`src/rtl/gol_pkg.sv`:
```
// Shared VGA timing, colour and grid constants for the Game of Life display path.
package gol_pkg;

   localparam int VGA_CLK_DIV  = 4;
   localparam int VGA_H_VIS    = 640;
   localparam int VGA_H_FP     = 16;
   localparam int VGA_H_SYNC   = 96;
   localparam int VGA_H_BP     = 48;
   localparam int VGA_V_VIS    = 480;
   localparam int VGA_V_FP     = 10;
   localparam int VGA_V_SYNC   = 2;
   localparam int VGA_V_BP     = 33;
   localparam logic SYNC_ACTIVE = 1'b0;

   localparam int GRID_N       = 16;
   localparam int GRID_CELL_PX = 24;
   localparam int GRID_X_OFF   = 128;
   localparam int GRID_Y_OFF   = 48;

   typedef logic [9:0]  cnt_t;
   typedef logic [4:0]  sub_t;
   typedef logic [11:0] rgb_t;

   localparam rgb_t COL_ALIVE = 12'h0F0;
   localparam rgb_t COL_DEAD  = 12'h111;
   localparam rgb_t COL_GRID  = 12'h444;
   localparam rgb_t COL_BLANK = 12'h000;

endpackage

```
`src/rtl/gol_vga_renderer_if.sv`:
```
// VGA output bundle: syncs, 12-bit colour and the board-latch strobe.
interface gol_vga_renderer_if;
   logic       hsync;
   logic       vsync;
   logic [3:0] vga_r;
   logic [3:0] vga_g;
   logic [3:0] vga_b;
   logic       frame_start;

   modport master (output hsync, vsync, vga_r, vga_g, vga_b, frame_start);
   modport slave  (input  hsync, vsync, vga_r, vga_g, vga_b, frame_start);
endinterface

```
`src/rtl/gol_vga_timing.sv`:
```
// Pixel-rate divider and raster counters; produces raw syncs and the visible flag
// one stage ahead of the renderer's output registers.
module gol_vga_timing
   import gol_pkg::*;
#(
   parameter int CLK_DIV = VGA_CLK_DIV,
   parameter int H_VIS   = VGA_H_VIS,
   parameter int H_FP    = VGA_H_FP,
   parameter int H_SYNC  = VGA_H_SYNC,
   parameter int H_BP    = VGA_H_BP,
   parameter int V_VIS   = VGA_V_VIS,
   parameter int V_FP    = VGA_V_FP,
   parameter int V_SYNC  = VGA_V_SYNC,
   parameter int V_BP    = VGA_V_BP
) (
   input  logic clk,
   input  logic reset,
   output logic tick,
   output cnt_t h_cnt,
   output cnt_t v_cnt,
   output logic line_end,
   output logic hsync_raw,
   output logic vsync_raw,
   output logic visible
);

   localparam int DIV_W = (CLK_DIV > 1) ? $clog2(CLK_DIV) : 1;
   localparam logic [DIV_W-1:0] DIV_LAST = DIV_W'(CLK_DIV - 1);
   localparam cnt_t H_LAST   = cnt_t'(H_VIS + H_FP + H_SYNC + H_BP - 1);
   localparam cnt_t V_LAST   = cnt_t'(V_VIS + V_FP + V_SYNC + V_BP - 1);
   localparam cnt_t HS_FIRST = cnt_t'(H_VIS + H_FP);
   localparam cnt_t HS_LAST  = cnt_t'(H_VIS + H_FP + H_SYNC - 1);
   localparam cnt_t VS_FIRST = cnt_t'(V_VIS + V_FP);
   localparam cnt_t VS_LAST  = cnt_t'(V_VIS + V_FP + V_SYNC - 1);
   localparam cnt_t H_VIS_C  = cnt_t'(H_VIS);
   localparam cnt_t V_VIS_C  = cnt_t'(V_VIS);

   logic [DIV_W-1:0] div_reg;
   cnt_t             h_cnt_reg;
   cnt_t             v_cnt_reg;

   assign tick      = (div_reg == DIV_LAST);
   assign line_end  = (h_cnt_reg == H_LAST);
   assign h_cnt     = h_cnt_reg;
   assign v_cnt     = v_cnt_reg;
   assign hsync_raw = (h_cnt_reg >= HS_FIRST && h_cnt_reg <= HS_LAST) ? SYNC_ACTIVE : ~SYNC_ACTIVE;
   assign vsync_raw = (v_cnt_reg >= VS_FIRST && v_cnt_reg <= VS_LAST) ? SYNC_ACTIVE : ~SYNC_ACTIVE;
   assign visible   = (h_cnt_reg < H_VIS_C) && (v_cnt_reg < V_VIS_C);

   // Reset has priority, so a tick that coincides with reset never advances anything.
   always_ff @(posedge clk) begin
      if (reset) begin
         div_reg   <= '0;
         h_cnt_reg <= '0;
         v_cnt_reg <= '0;
      end else begin
         div_reg <= tick ? '0 : div_reg + 1'b1;
         if (tick) begin
            if (line_end) begin
               h_cnt_reg <= '0;
               v_cnt_reg <= (v_cnt_reg == V_LAST) ? '0 : v_cnt_reg + 1'b1;
            end else begin
               h_cnt_reg <= h_cnt_reg + 1'b1;
            end
         end
      end
   end

endmodule

```
`src/rtl/gol_vga_renderer.sv`:
```
// Renders the latched 16x16 Game of Life board as a VGA raster; the board is
// re-latched once per frame in vertical blank so updates never tear.
module gol_vga_renderer
   import gol_pkg::*;
#(
   parameter int CLK_DIV = VGA_CLK_DIV,
   parameter int CELL_PX = GRID_CELL_PX,
   parameter int X_OFF   = GRID_X_OFF,
   parameter int Y_OFF   = GRID_Y_OFF,
   parameter int H_VIS   = VGA_H_VIS,
   parameter int H_FP    = VGA_H_FP,
   parameter int H_SYNC  = VGA_H_SYNC,
   parameter int H_BP    = VGA_H_BP,
   parameter int V_VIS   = VGA_V_VIS,
   parameter int V_FP    = VGA_V_FP,
   parameter int V_SYNC  = VGA_V_SYNC,
   parameter int V_BP    = VGA_V_BP
) (
   input  logic                       clk,
   input  logic                       reset,
   input  logic [GRID_N*GRID_N-1:0]   board,
   gol_vga_renderer_if.master         vga
);

   localparam cnt_t X_FIRST   = cnt_t'(X_OFF);
   localparam cnt_t X_END     = cnt_t'(X_OFF + GRID_N * CELL_PX);
   localparam cnt_t Y_FIRST   = cnt_t'(Y_OFF);
   localparam cnt_t Y_END     = cnt_t'(Y_OFF + GRID_N * CELL_PX);
   localparam cnt_t V_LATCH   = cnt_t'(V_VIS);
   localparam sub_t CELL_LAST = sub_t'(CELL_PX - 1);

   logic tick, line_end, hsync_raw, vsync_raw, visible;
   cnt_t h_cnt, v_cnt;

   gol_vga_timing #(
      .CLK_DIV(CLK_DIV), .H_VIS(H_VIS), .H_FP(H_FP), .H_SYNC(H_SYNC), .H_BP(H_BP),
      .V_VIS(V_VIS), .V_FP(V_FP), .V_SYNC(V_SYNC), .V_BP(V_BP)
   ) u_timing (
      .clk       (clk),
      .reset     (reset),
      .tick      (tick),
      .h_cnt     (h_cnt),
      .v_cnt     (v_cnt),
      .line_end  (line_end),
      .hsync_raw (hsync_raw),
      .vsync_raw (vsync_raw),
      .visible   (visible)
   );

   logic [GRID_N*GRID_N-1:0] frame_board_reg;
   sub_t       col_sub_reg, row_sub_reg, col_sub_eff, row_sub_eff;
   logic [3:0] col_reg, row_reg, col_eff, row_eff;
   logic       hsync_reg, vsync_reg, frame_start_reg, in_grid, latch_due;
   rgb_t       rgb_reg, rgb_next;

   // Counters hold the position of the current pixel; the grid origin forces them to zero.
   always_comb begin
      col_sub_eff = col_sub_reg;
      col_eff     = col_reg;
      row_sub_eff = row_sub_reg;
      row_eff     = row_reg;
      if (h_cnt == X_FIRST) begin
         col_sub_eff = '0;
         col_eff     = '0;
      end
      if (v_cnt == Y_FIRST) begin
         row_sub_eff = '0;
         row_eff     = '0;
      end
   end

   assign in_grid   = (h_cnt >= X_FIRST) && (h_cnt < X_END) && (v_cnt >= Y_FIRST) && (v_cnt < Y_END);
   assign latch_due = (h_cnt == '0) && (v_cnt == V_LATCH);

   always_comb begin
      rgb_next = COL_BLANK;
      if (visible && in_grid) begin
         if (col_sub_eff == '0 || row_sub_eff == '0)
            rgb_next = COL_GRID;
         else if (frame_board_reg[{row_eff, col_eff}])
            rgb_next = COL_ALIVE;
         else
            rgb_next = COL_DEAD;
      end
   end

   always_ff @(posedge clk) begin
      if (reset) begin
         hsync_reg       <= ~SYNC_ACTIVE;
         vsync_reg       <= ~SYNC_ACTIVE;
         rgb_reg         <= COL_BLANK;
         frame_start_reg <= 1'b0;
         frame_board_reg <= '0;
         col_sub_reg     <= '0;
         col_reg         <= '0;
         row_sub_reg     <= '0;
         row_reg         <= '0;
      end else begin
         frame_start_reg <= 1'b0;
         if (tick) begin
            hsync_reg <= hsync_raw;
            vsync_reg <= vsync_raw;
            rgb_reg   <= rgb_next;
            if (col_sub_eff == CELL_LAST) begin
               col_sub_reg <= '0;
               col_reg     <= col_eff + 1'b1;
            end else begin
               col_sub_reg <= col_sub_eff + 1'b1;
               col_reg     <= col_eff;
            end
            if (line_end) begin
               if (row_sub_eff == CELL_LAST) begin
                  row_sub_reg <= '0;
                  row_reg     <= row_eff + 1'b1;
               end else begin
                  row_sub_reg <= row_sub_eff + 1'b1;
                  row_reg     <= row_eff;
               end
            end
            if (latch_due) begin
               frame_board_reg <= board;
               frame_start_reg <= 1'b1;
            end
         end
      end
   end

   assign vga.hsync       = hsync_reg;
   assign vga.vsync       = vsync_reg;
   assign vga.vga_r       = rgb_reg[11:8];
   assign vga.vga_g       = rgb_reg[7:4];
   assign vga.vga_b       = rgb_reg[3:0];
   assign vga.frame_start = frame_start_reg;

endmodule

```
`src/flat_wrapper.sv`:
```
// flat-port wrapper written by rule: the top's interface ports become plain ports
module gol_vga_renderer_flat import gol_pkg::*;
#(
   parameter int CLK_DIV = VGA_CLK_DIV,
   parameter int CELL_PX = GRID_CELL_PX,
   parameter int X_OFF   = GRID_X_OFF,
   parameter int Y_OFF   = GRID_Y_OFF,
   parameter int H_VIS   = VGA_H_VIS,
   parameter int H_FP    = VGA_H_FP,
   parameter int H_SYNC  = VGA_H_SYNC,
   parameter int H_BP    = VGA_H_BP,
   parameter int V_VIS   = VGA_V_VIS,
   parameter int V_FP    = VGA_V_FP,
   parameter int V_SYNC  = VGA_V_SYNC,
   parameter int V_BP    = VGA_V_BP
)
  (clk, reset, board, vga_hsync, vga_vsync, vga_vga_r, vga_vga_g, vga_vga_b, vga_frame_start);
  gol_vga_renderer_if vga_i ();
  input  logic clk;
  input  logic reset;
  input  logic [GRID_N*GRID_N-1:0] board;
  output wire logic [$bits(vga_i.hsync)-1:0] vga_hsync;
  output wire logic [$bits(vga_i.vsync)-1:0] vga_vsync;
  output wire logic [$bits(vga_i.vga_r)-1:0] vga_vga_r;
  output wire logic [$bits(vga_i.vga_g)-1:0] vga_vga_g;
  output wire logic [$bits(vga_i.vga_b)-1:0] vga_vga_b;
  output wire logic [$bits(vga_i.frame_start)-1:0] vga_frame_start;
  assign vga_hsync = vga_i.hsync;
  assign vga_vsync = vga_i.vsync;
  assign vga_vga_r = vga_i.vga_r;
  assign vga_vga_g = vga_i.vga_g;
  assign vga_vga_b = vga_i.vga_b;
  assign vga_frame_start = vga_i.frame_start;
  gol_vga_renderer #(.CLK_DIV(CLK_DIV), .CELL_PX(CELL_PX), .X_OFF(X_OFF), .Y_OFF(Y_OFF), .H_VIS(H_VIS), .H_FP(H_FP), .H_SYNC(H_SYNC), .H_BP(H_BP), .V_VIS(V_VIS), .V_FP(V_FP), .V_SYNC(V_SYNC), .V_BP(V_BP)) u_core (.clk(clk), .reset(reset), .board(board), .vga(vga_i));
endmodule
```
`config.mk`:
```
export PLATFORM = sky130hd
export DESIGN_NAME = gol_vga_renderer_flat
export DESIGN_NICKNAME = d
export VERILOG_FILES = /design/src/rtl/gol_pkg.sv /design/src/rtl/gol_vga_renderer_if.sv /design/src/rtl/gol_vga_timing.sv /design/src/rtl/gol_vga_renderer.sv /design/src/flat_wrapper.sv
export SDC_FILE = /design/constraint.sdc
export NUM_CORES = 1
export LEC_CHECK = 0
export CAP_MARGIN = 10
export CORE_MARGIN = 2
export CORE_UTILIZATION = 25
export CTS_CLUSTER_DIAMETER = 80
export DETAILED_ROUTE_END_ITERATION = 16
export HOLD_SLACK_MARGIN = 0.08
export SYNTH_ARGS = -nofsm -noshare
export SYNTH_HDL_FRONTEND = slang
export SYNTH_HIERARCHICAL = 1
export SYNTH_SLANG_ARGS = --single-unit
```
`constraint.sdc`:
```
create_clock -name clk -period 5 [get_ports clk]
set_input_delay 0.5 -clock clk [delete_from_list [all_inputs] [get_ports clk]]
set_output_delay 0.5 -clock clk [all_outputs]
set_load 0.01 [all_outputs]
```
# --- Word-level counts from Yosys, hierarchy flattened ---
# Cells that the tools add are included.
totals:
  regBits: 311
  inputBits: 258
  output_inout_bits: 15
  wordCells: 73
op_classes:
  addsub: 7
  n_lt_le_gt_ge: 11
  n_eq_ne: 8
  mux: 18
  bitwise: 1
  reduce_logical: 16
ops:
  columns: ["op", "count"]
  rows:
  - ["$mux 12", 2]
  - ["$add 10x1->10 const B", 2]
  - ["$eq 10x10->1 const B", 2]
  - ["$lt 10x10->1 const B", 2]
  - ["$lt 10x9->1 const B", 2]
  - ["$mux 10", 2]
  - ["$mux 5", 4]
  - ["$mux 4", 4]
  - ["$add 5x1->5 const B", 2]
  - ["$eq 10x6->1 const B", 1]
  - ["$eq 10x8->1 const B", 1]
  - ["$eq 10x9->1 const B", 1]
  - ["$eq 5x5->1 const B", 2]
  - ["$ge 10x10->1 const B", 1]
  - ["$ge 10x6->1 const B", 1]
  - ["$ge 10x8->1 const B", 1]
  - ["$ge 10x9->1 const B", 1]
  - ["$le 10x10->1 const B", 1]
  - ["$le 10x9->1 const B", 1]
  - ["$logic_not 10->1", 1]
  - ["$logic_not 5->1", 2]
  - ["$lt 8x9->1 const B", 1]
  - ["$mux 9", 1]
  - ["$add 4x1->4 const B", 2]
  - ["9 further kinds", 21]

# --- Depth between registers and ports, before layout ---
# Gate-level depths: netlist of run 1.
logic_depth:
  depth_word: 7
  mapped_depth: 15

# --- Cells and area by module ---
# Netlist of run 1, hierarchy kept.
by_module_without_submodules:
  columns: ["module", "n_inst", "cells_per_inst", "area_per_inst_um2", "seq_area_each_um2"]
  rows:
  - ["gol_vga_renderer", 1, 1632, 12669.7, 5645.4]
  - ["gol_vga_timing", 1, 139, 1184.9, 440.4]

# --- Least setup slack after synthesis of run 1 ---
# Ideal clock, no wire load.
synth_timing:
  path_type: "reg-to-reg"
  start: "reg u_core.u_timing.h_cnt_reg[6] (netlist: u_core/u_timing/h_cnt[6])"
  end: "reg u_core.col_reg[3]"
  setup_time_ns: 0.091
  arrival_time_ns: 2.786
  setup_slack_ns: 2.123
  path_stages_with_launch: 15
  path_buffers: 3
  period_less_slack_ns: 2.877
  cell_sequence: "dfxtp_1 nor3_2 nand4_1 buf_2 clkbuf_1 buf_1 nand2_1 inv_1 ha_1 nand2_1 nor3b_1 nand4_1 nor2_1 nor2_1 a311oi_1"
synth_between:
  elab_chain_cells: 4
  elab_cells_between_ends: 6
  cone_classes: "add/sub: 1; eq/ne: 2; mux: 3"
synth_rtl:
  columns: ["item", "line", "rtl"]
  rows:
  - ["from (decl)", "gol_vga_timing.sv:39", "cnt_t h_cnt_reg;"]
  - ["from (signal assigned)", "gol_vga_timing.sv:63", "h_cnt_reg <= h_cnt_reg + 1'b1;"]
  - ["$eq 10x8->1 *", "gol_vga_renderer.sv:62", "if (h_cnt == X_FIRST) begin"]
  - ["$mux 4 or $mux 5 (tied branches)", "gol_vga_renderer.sv:62", null]
  - ["$add 4x1->4 or $eq 5x5->1 (tied branches)", "gol_vga_renderer.sv:106, gol_vga_renderer.sv:104", null]
  - ["$mux 4 *", "gol_vga_renderer.sv:104", "if (col_sub_eff == CELL_LAST) begin"]
  - ["to (signal assigned)", "gol_vga_renderer.sv:106", "col_reg <= col_eff + 1'b1;"]
  - ["to (signal assigned)", "gol_vga_renderer.sv:109", "col_reg <= col_eff;"]
  - ["to (decl)", "gol_vga_renderer.sv:52", "logic [3:0] col_reg, row_reg, col_eff, row_eff;"]
# Every way passes the cells marked *; elsewhere a longest branch is shown, timed or not.
# A chain may end at the register's enable or synchronous reset.

# --- Final worst setup path of run 1 ---
layout_timing:
  start: "reg u_core.col_reg[0]"
  end: "reg u_core.rgb_reg[6]"
layout_between:
  elab_chain_cells: 6
layout_rtl:
  columns: ["item", "line", "rtl"]
  rows:
  - ["$mux 4", "gol_vga_renderer.sv:62", null]
  - ["$bmux 1 s8", "gol_vga_renderer.sv:80", "else if (frame_board_reg[{row_eff, col_eff}])"]
  - ["$mux 1 (implied by the code)", "gol_vga_renderer.sv:80", null]
  - ["$mux 9", "gol_vga_renderer.sv:80", null]
  - ["$mux 12", "gol_vga_renderer.sv:78", "if (col_sub_eff == '0 || row_sub_eff == '0)"]
  - ["$mux 12", "gol_vga_renderer.sv:77", "if (visible && in_grid) begin"]
  - ["to (signal assigned)", "gol_vga_renderer.sv:103", "rgb_reg <= rgb_next;"]
  - ["to (decl)", "gol_vga_renderer.sv:54", "rgb_t rgb_reg, rgb_next;"]
# No other way between the ends. The select of a mux whose other input is x is not followed.

==> metrics.md, run 1 <==
| Metric | Value |
|---|---|
| Status | `completed` |
| Vias | `13371` |
| Top-Level Pins | `273` |
| Cell leakage power | `0.00578 uW` |
| Most common cell after layout, fill and taps aside | `nand2_1` |
| CTS buffer count | `38` |
| Synth Instances | `1771` |
| Initial DRC Count | `1016` |
| Die width | `239 um` |
| Critical path peak fanout | `48` |
| # placed instances | `2659` |
| Least-Margin Pin Slew | `1.17 ns` |
| Routability Congestion | `0.862` |
| Min-delay worst type | `reg2reg` |
| CP required | `5.43 ns` |
| Initial antenna violation count | `1` |
| Fin Setup TNS | `0 ns` |
| Crit. End Element | `register` |
| Slew Limit Headroom | `22.0%` |
| Share of the synthesized area in the top cell type | `43.9%` |
| Prevailing post-synth register cell | `dfxtp_1` |
| Initial core utilization | `25.2%` |
| GRT Residual Overflow | `0` |
| Largest register FFs | `256` |
| Global Route Usage Sum | `17.0%` |
| Post-synth EDFFs | `0` |
| YS warnings | `6` |
| Final WS setup | `1.03 ns` |
| Worst-Skew Late Latency | `0.56 ns` |
| # DRC | `0` |
| Register area share after synthesis | `43.9%` |
| DRT Pass-1 Iters | `5` |
| Mapped cell area | `13900 um2` |
| Root buffer cell | `clkbuf_16` |
| Synth Register Bits | `304` |
| Fmax | `0.252 GHz` |
| Post-synthesis cell type count | `78` |
| # setup viols final | `0` |
| # port buffers | `268` |
| Post-cts sizing count | `0` |
| Clock transition at path regs | `0.06 ns` |
| Via density | `4.90` |
| Clock sink total | `304` |
| Die area | `57300 um2` |
| Ratio of cells with drive above 1 in the final layout | `6.53%` |
| Maximum number of pins on one net before global-route repair | `152` |
| Placed wire-length estimate | `35500 um` |
| Final Hold Viols | `0` |
| Crit Path Class | `reg2reg` |
| Vias in the first global route | `12810` |
| Synth-to-Final Area Change | `32.2%` |
| Max IR drop VDD | `0.233 mV` |
| Pwr/cell area | `300 nW/um2` |
| CTS H-Tree Depth | `2` |
| # hold bufs at CTS | `0` |
| Commonest cells after routing, fill and taps aside | `nand2_1, dfxtp_1, a21oi_1` |
| Wire per inst | `18.4 um` |
| Pins Over Slew Limit | `0` |
| Postcts setup bufs | `0` |
| Crit start category | `register` |
| CTS tree | `built` |
| Core area | `55000 um2` |
| Antenna Nets Post-Route | `0` |
| Clock Skews | `0.0221 ns` |
| Fin crit share | `79.3%` |
| Total of max-cap violations | `0` |
| First-pass GRT wire length | `75100 um` |
| Synth area leader | `dfxtp_1` |
| Final std cells w/o fill | `2726` |
| Post-layout util | `33.3%` |
| Nets@finish | `2221` |
| Post-synth ARST share | `0%` |
| Chip height | `239 um` |
| RSZ-0062 raised after global routing | `no` |
| Avg Cell Area, Syn | `7.82 um2` |
| CTS max path bufs | `3` |
| Row Count | `86` |
| Synth area leaders | `dfxtp_1, nand2_1, a21oi_1` |
| Post-Route WL | `50100 um` |
| WP data arrival | `4.40 ns` |
| Fin crit period | `3.97 ns` |
| Dpl ws | `1.06 ns` |
==> worst max-delay path: stages, from the launching register on <==
cell	delay [ns]
dfxtp_4	0.95
inv_1	0.56
a41o_1	0.60
or3_1	0.41
o221a_2	0.13
a211oi_1	0.19
a2111oi_0	0.10
a31oi_1	0.25
a32oi_1	0.22
o311a_1	0.42
==> Yosys cell counts (5+ instances only) <==
master / count
inv_1: 22
mux2i_1: 40
nand4_1: 13
nor2_1: 53
clkbuf_1: 107
buf_2: 23
a21oi_1: 298
nand3_1: 23
ha_1: 12
mux4_2: 21
o31ai_1: 6
a22oi_1: 6
and2_1: 5
mux2_2: 7
nor2b_1: 8
xor2_1: 5
dfxtp_1: 304
nor3_1: 27
a221oi_1: 14
buf_4: 11
or3_1: 11
xnor2_1: 5
o21ai_0: 38
nand2_1: 563
and3_1: 8
a211oi_1: 16
a31oi_1: 8
o22ai_1: 15
nand2b_1: 7
==> worst paths after layout <==
kind,from,endpoint,slack (ns),cells after the start
worst min register to register,u_core/u_timing/div_reg[0]$_SDFF_PP0_,u_core/u_timing/div_reg[0]$_SDFF_PP0_,0.43,1
worst max-delay path,u_core/col_reg[0]$_SDFFE_PP0P_,u_core/rgb_reg[6]$_SDFFE_PP0P_,1.03,9
worst max register to register,u_core/col_reg[0]$_SDFFE_PP0P_,u_core/rgb_reg[6]$_SDFFE_PP0P_,1.03,9
worst min-delay path,u_core/u_timing/div_reg[0]$_SDFF_PP0_,u_core/u_timing/div_reg[0]$_SDFF_PP0_,0.43,1
==> metal layers <==
metal / part of all wire (%) / up-vias / global-route usage [%]
met5: 0 / - / 0
met4: 2.6 / 0 / 5.57
met3: 5.6 / 64 / 2.52
met2: 47 / 438 / 28.2
met1: 45 / 6422 / 22.5
li1: - / 6447 / -
==> power by group <==
| part | switching (uW) | internal [uW] | total (uW) |
|---|---|---|---|
| Combinational | 102 | 188 | 290 |
| Clock | 1120 | 1650 | 2770 |
| Sequential | 2.84 | 2420 | 2430 |
| Total | 1220 | 4270 | 5490 |
==> per-stage QoR <==
stage	hold WS [ns]	power, uW	area, um2
finish	0.429	5490	18300
global route	0.459	5670	18300
CTS	0.436	5570	18300
floorplan	0.404	2540	13900
detailed placement	0.428	2770	17000
global placement	0.413	2770	17000
==> cells by family (layout without fill, tap and decap cells) <==
family,after synthesis,in the layout,share of synthesized area (%)
adder cells (fa/ha/maj),12,12,1.08
multiplexers,68,68,6.87
XOR/XNOR,10,10,0.632
flip-flops,304,304,43.9
AND/OR/NAND/NOR,755,755,23.3
other,1,5,0.0271
buffers and inverters,169,372,5.19
AO/OA/AOI/OAI,452,452,19.0
==> final cells by class <==
cell class	instances	area, um2
Sequential cell	304	6090
Multi-Input combinational cell	1301	7080
Clock buffer	51	1090
Clock inverter	15	180
Antenna cell	1	2.50
Inverter	23	86.3
Timing Repair Buffer	283	2850
Fill cell	5761	36700
Tap cell	748	936
Power figures use the tool's default switching activity.
==> run 2, diff against run 1 <==
==> constraint.sdc (replaced) <==
create_clock -name clk -period 4.06 [get_ports clk]
set_input_delay 0.406 -clock clk [delete_from_list [all_inputs] [get_ports clk]]
set_output_delay 0.406 -clock clk [all_outputs]
set_load 0.01 [all_outputs]
==> metrics.md, run 2 (same netlist as run 1, synthesis figures left out) <==
| Metric | Value |
|---|---|
| Net Sw Frac | `22.1%` |
| Clock Skews | `0.0189 ns` |
| Row Count | `86` |
| Fin crit period | `3.57 ns` |
| Fin crit share | `87.9%` |
| Wire per inst | `18.4 um` |
| First-pass GRT wire length | `75700 um` |
| CTS H-Tree Depth | `2` |
| Slowest CP cell | `a2111oi_0` |
| Final std cells w/o fill | `2736` |
| Pins Over Slew Limit | `0` |
| Antenna Nets Post-Route | `0` |
| Multi-input logic area | `7080 um2` |
| # setup viols final | `0` |
| Fin Setup TNS | `0 ns` |
| Routability Congestion | `0.860` |
| Pwr/cell area | `356 nW/um2` |
| CP required | `4.55 ns` |
| Cell internal pwr | `5090 uW` |
| Min-delay worst type | `in2reg` |
| Slew Limit Headroom | `30.6%` |
| Max IR drop VDD | `0.228 mV` |
| Cell leakage power | `0.00580 uW` |
| Vias | `13212` |
| Vias in the first global route | `13030` |
| # port buffers | `268` |
| CTS max path bufs | `3` |
| Total of max-cap violations | `0` |
| Post-cts sizing count | `0` |
| Final Power | `6540 uW` |
| Layout filler cell count | `5760` |
| Placed wire-length estimate | `36900 um` |
| Synth-to-Final Area Change | `32.4%` |
| Crit Path Class | `reg2reg` |
| RSZ-0062 raised after global routing | `no` |
| Least-Margin Pin Slew | `1.04 ns` |
| Chip height | `239 um` |
| Clk network pwr share | `48.8%` |
| Logic pwr share | `5.5%` |
| Top-Level Pins | `273` |
| Net Switching | `1450 uW` |
| DRT Pass-1 Iters | `9` |
| Core area | `55000 um2` |
| # placed instances | `2671` |
| Global Route Usage Sum | `17.2%` |
| Final Hold Viols | `0` |
| Fmax | `0.280 GHz` |
| Worst-Skew Late Latency | `0.56 ns` |
| Most common cell after layout, fill and taps aside | `nand2_1` |
| Root buffer cell | `clkbuf_16` |
| Maximum number of pins on one net before global-route repair | `130` |
| # hold bufs at CTS | `0` |
| Critical path's largest stage delay | `0.62 ns` |
| CTS tree | `built` |
| Via density | `4.83` |
| Critical path peak fanout | `9` |
| # DRC | `0` |
| Initial DRC Count | `1161` |
| Initial core utilization | `25.2%` |
| Crit start category | `register` |
| Status | `completed` |
| Ratio of cells with drive above 1 in the final layout | `6.79%` |
| GRT Residual Overflow | `0` |
| Register area | `6090 um2` |
| CTS buffer count | `37` |
| Clock transition at path regs | `0.06 ns` |
| Postcts setup bufs | `0` |
| WP data arrival | `4.06 ns` |
| Crit. End Element | `register` |
| Ant diodes | `0` |
| Die width | `239 um` |
| Nets@finish | `2232` |
| Initial antenna violation count | `0` |
| Crit-path cells | `nor3_2, and4_1, nor2_2, nor2_1, a2111oi_0, nor3_1, or4_1, a32oi_1, o311a_1` |
| Reg power frac | `45.7%` |
| Post-Route WL | `50500 um` |
| Die area | `57300 um2` |
| Commonest cells after routing, fill and taps aside | `nand2_1, dfxtp_1, a21oi_1` |
| Clock sink total | `304` |
| Largest register FFs | `256` |
[run 2: cell count changes in the layout (fill, tap and decap cells not counted), sizes merged]
cell and delta:
buf +12, bufinv -2, clkbuf +3, clkinv +1, clkinvlp -1, diode -1, inv -2
[run 2: through the flow]
step / worst slack (ns) / utilization [%] / cell area [um2] / hold WS (ns)
finish: 0.490 / 33.4 / 18300 / 0.332
global route: 0.375 / 33.4 / 18300 / 0.372
CTS: 0.517 / 33.4 / 18300 / 0.326
detailed placement: 0.540 / 31.2 / 17200 / 0.422
global placement: 0.618 / 31.2 / 17200 / 0.414
floorplan: 1.18 / - / 13900 / 0.404
[run 2: worst paths after layout]
kind | start | to | slack (ns) | cells past startpoint
max | u_core/u_timing/h_cnt[5]$_SDFFE_PP0P_ | u_core/rgb_reg[6]$_SDFFE_PP0P_ | 0.49 | 9
min | reset | u_core/frame_board_reg[136]$_SDFFE_PP0P_ | 0.33 | 2
max reg2reg | u_core/u_timing/h_cnt[5]$_SDFFE_PP0P_ | u_core/rgb_reg[6]$_SDFFE_PP0P_ | 0.49 | 9
min reg2reg | u_core/u_timing/div_reg[0]$_SDFF_PP0_ | u_core/u_timing/div_reg[0]$_SDFF_PP0_ | 0.43 | 1
[run 2: metal layers]
layer / vias to the layer above / track usage [%] / part of all wire, %
li1: 6480 / - / -
met4: 0 / 5.87 / 2.7
met3: 72 / 2.84 / 5.0
met2: 382 / 29.2 / 48
met5: - / 0 / 0
met1: 6278 / 22.1 / 44
[run 2: power by group through the flow]
stage               Combinational [uW]  Clock (uW)  Sequential (uW)
floorplan                         67.4           0             3060
global placement                   360           0             3050
detailed placement                 359           0             3050
CTS                                361        3290             2990
global route                       379        3400             2990
finish                             358        3190             2990
[run 2: layout make-up]
class	count	area share, %
clock buffers	54	5.89
clock inverters	11	0.552
inverters	23	0.471
multi-input cells	1301	38.6
flip-flops and latches	304	33.2
well taps	748	5.10
repair buffers	295	16.2
[run 2: worst max-delay path, delay by kind of cell, from the launching register on]
| kind | cells | cell delay [ns] |
|---|---|---|
| AO/OA/AOI/OAI | 3 | 1.29 |
| flip-flops | 1 | 0.51 |
| AND/OR/NAND/NOR | 6 | 1.71 |
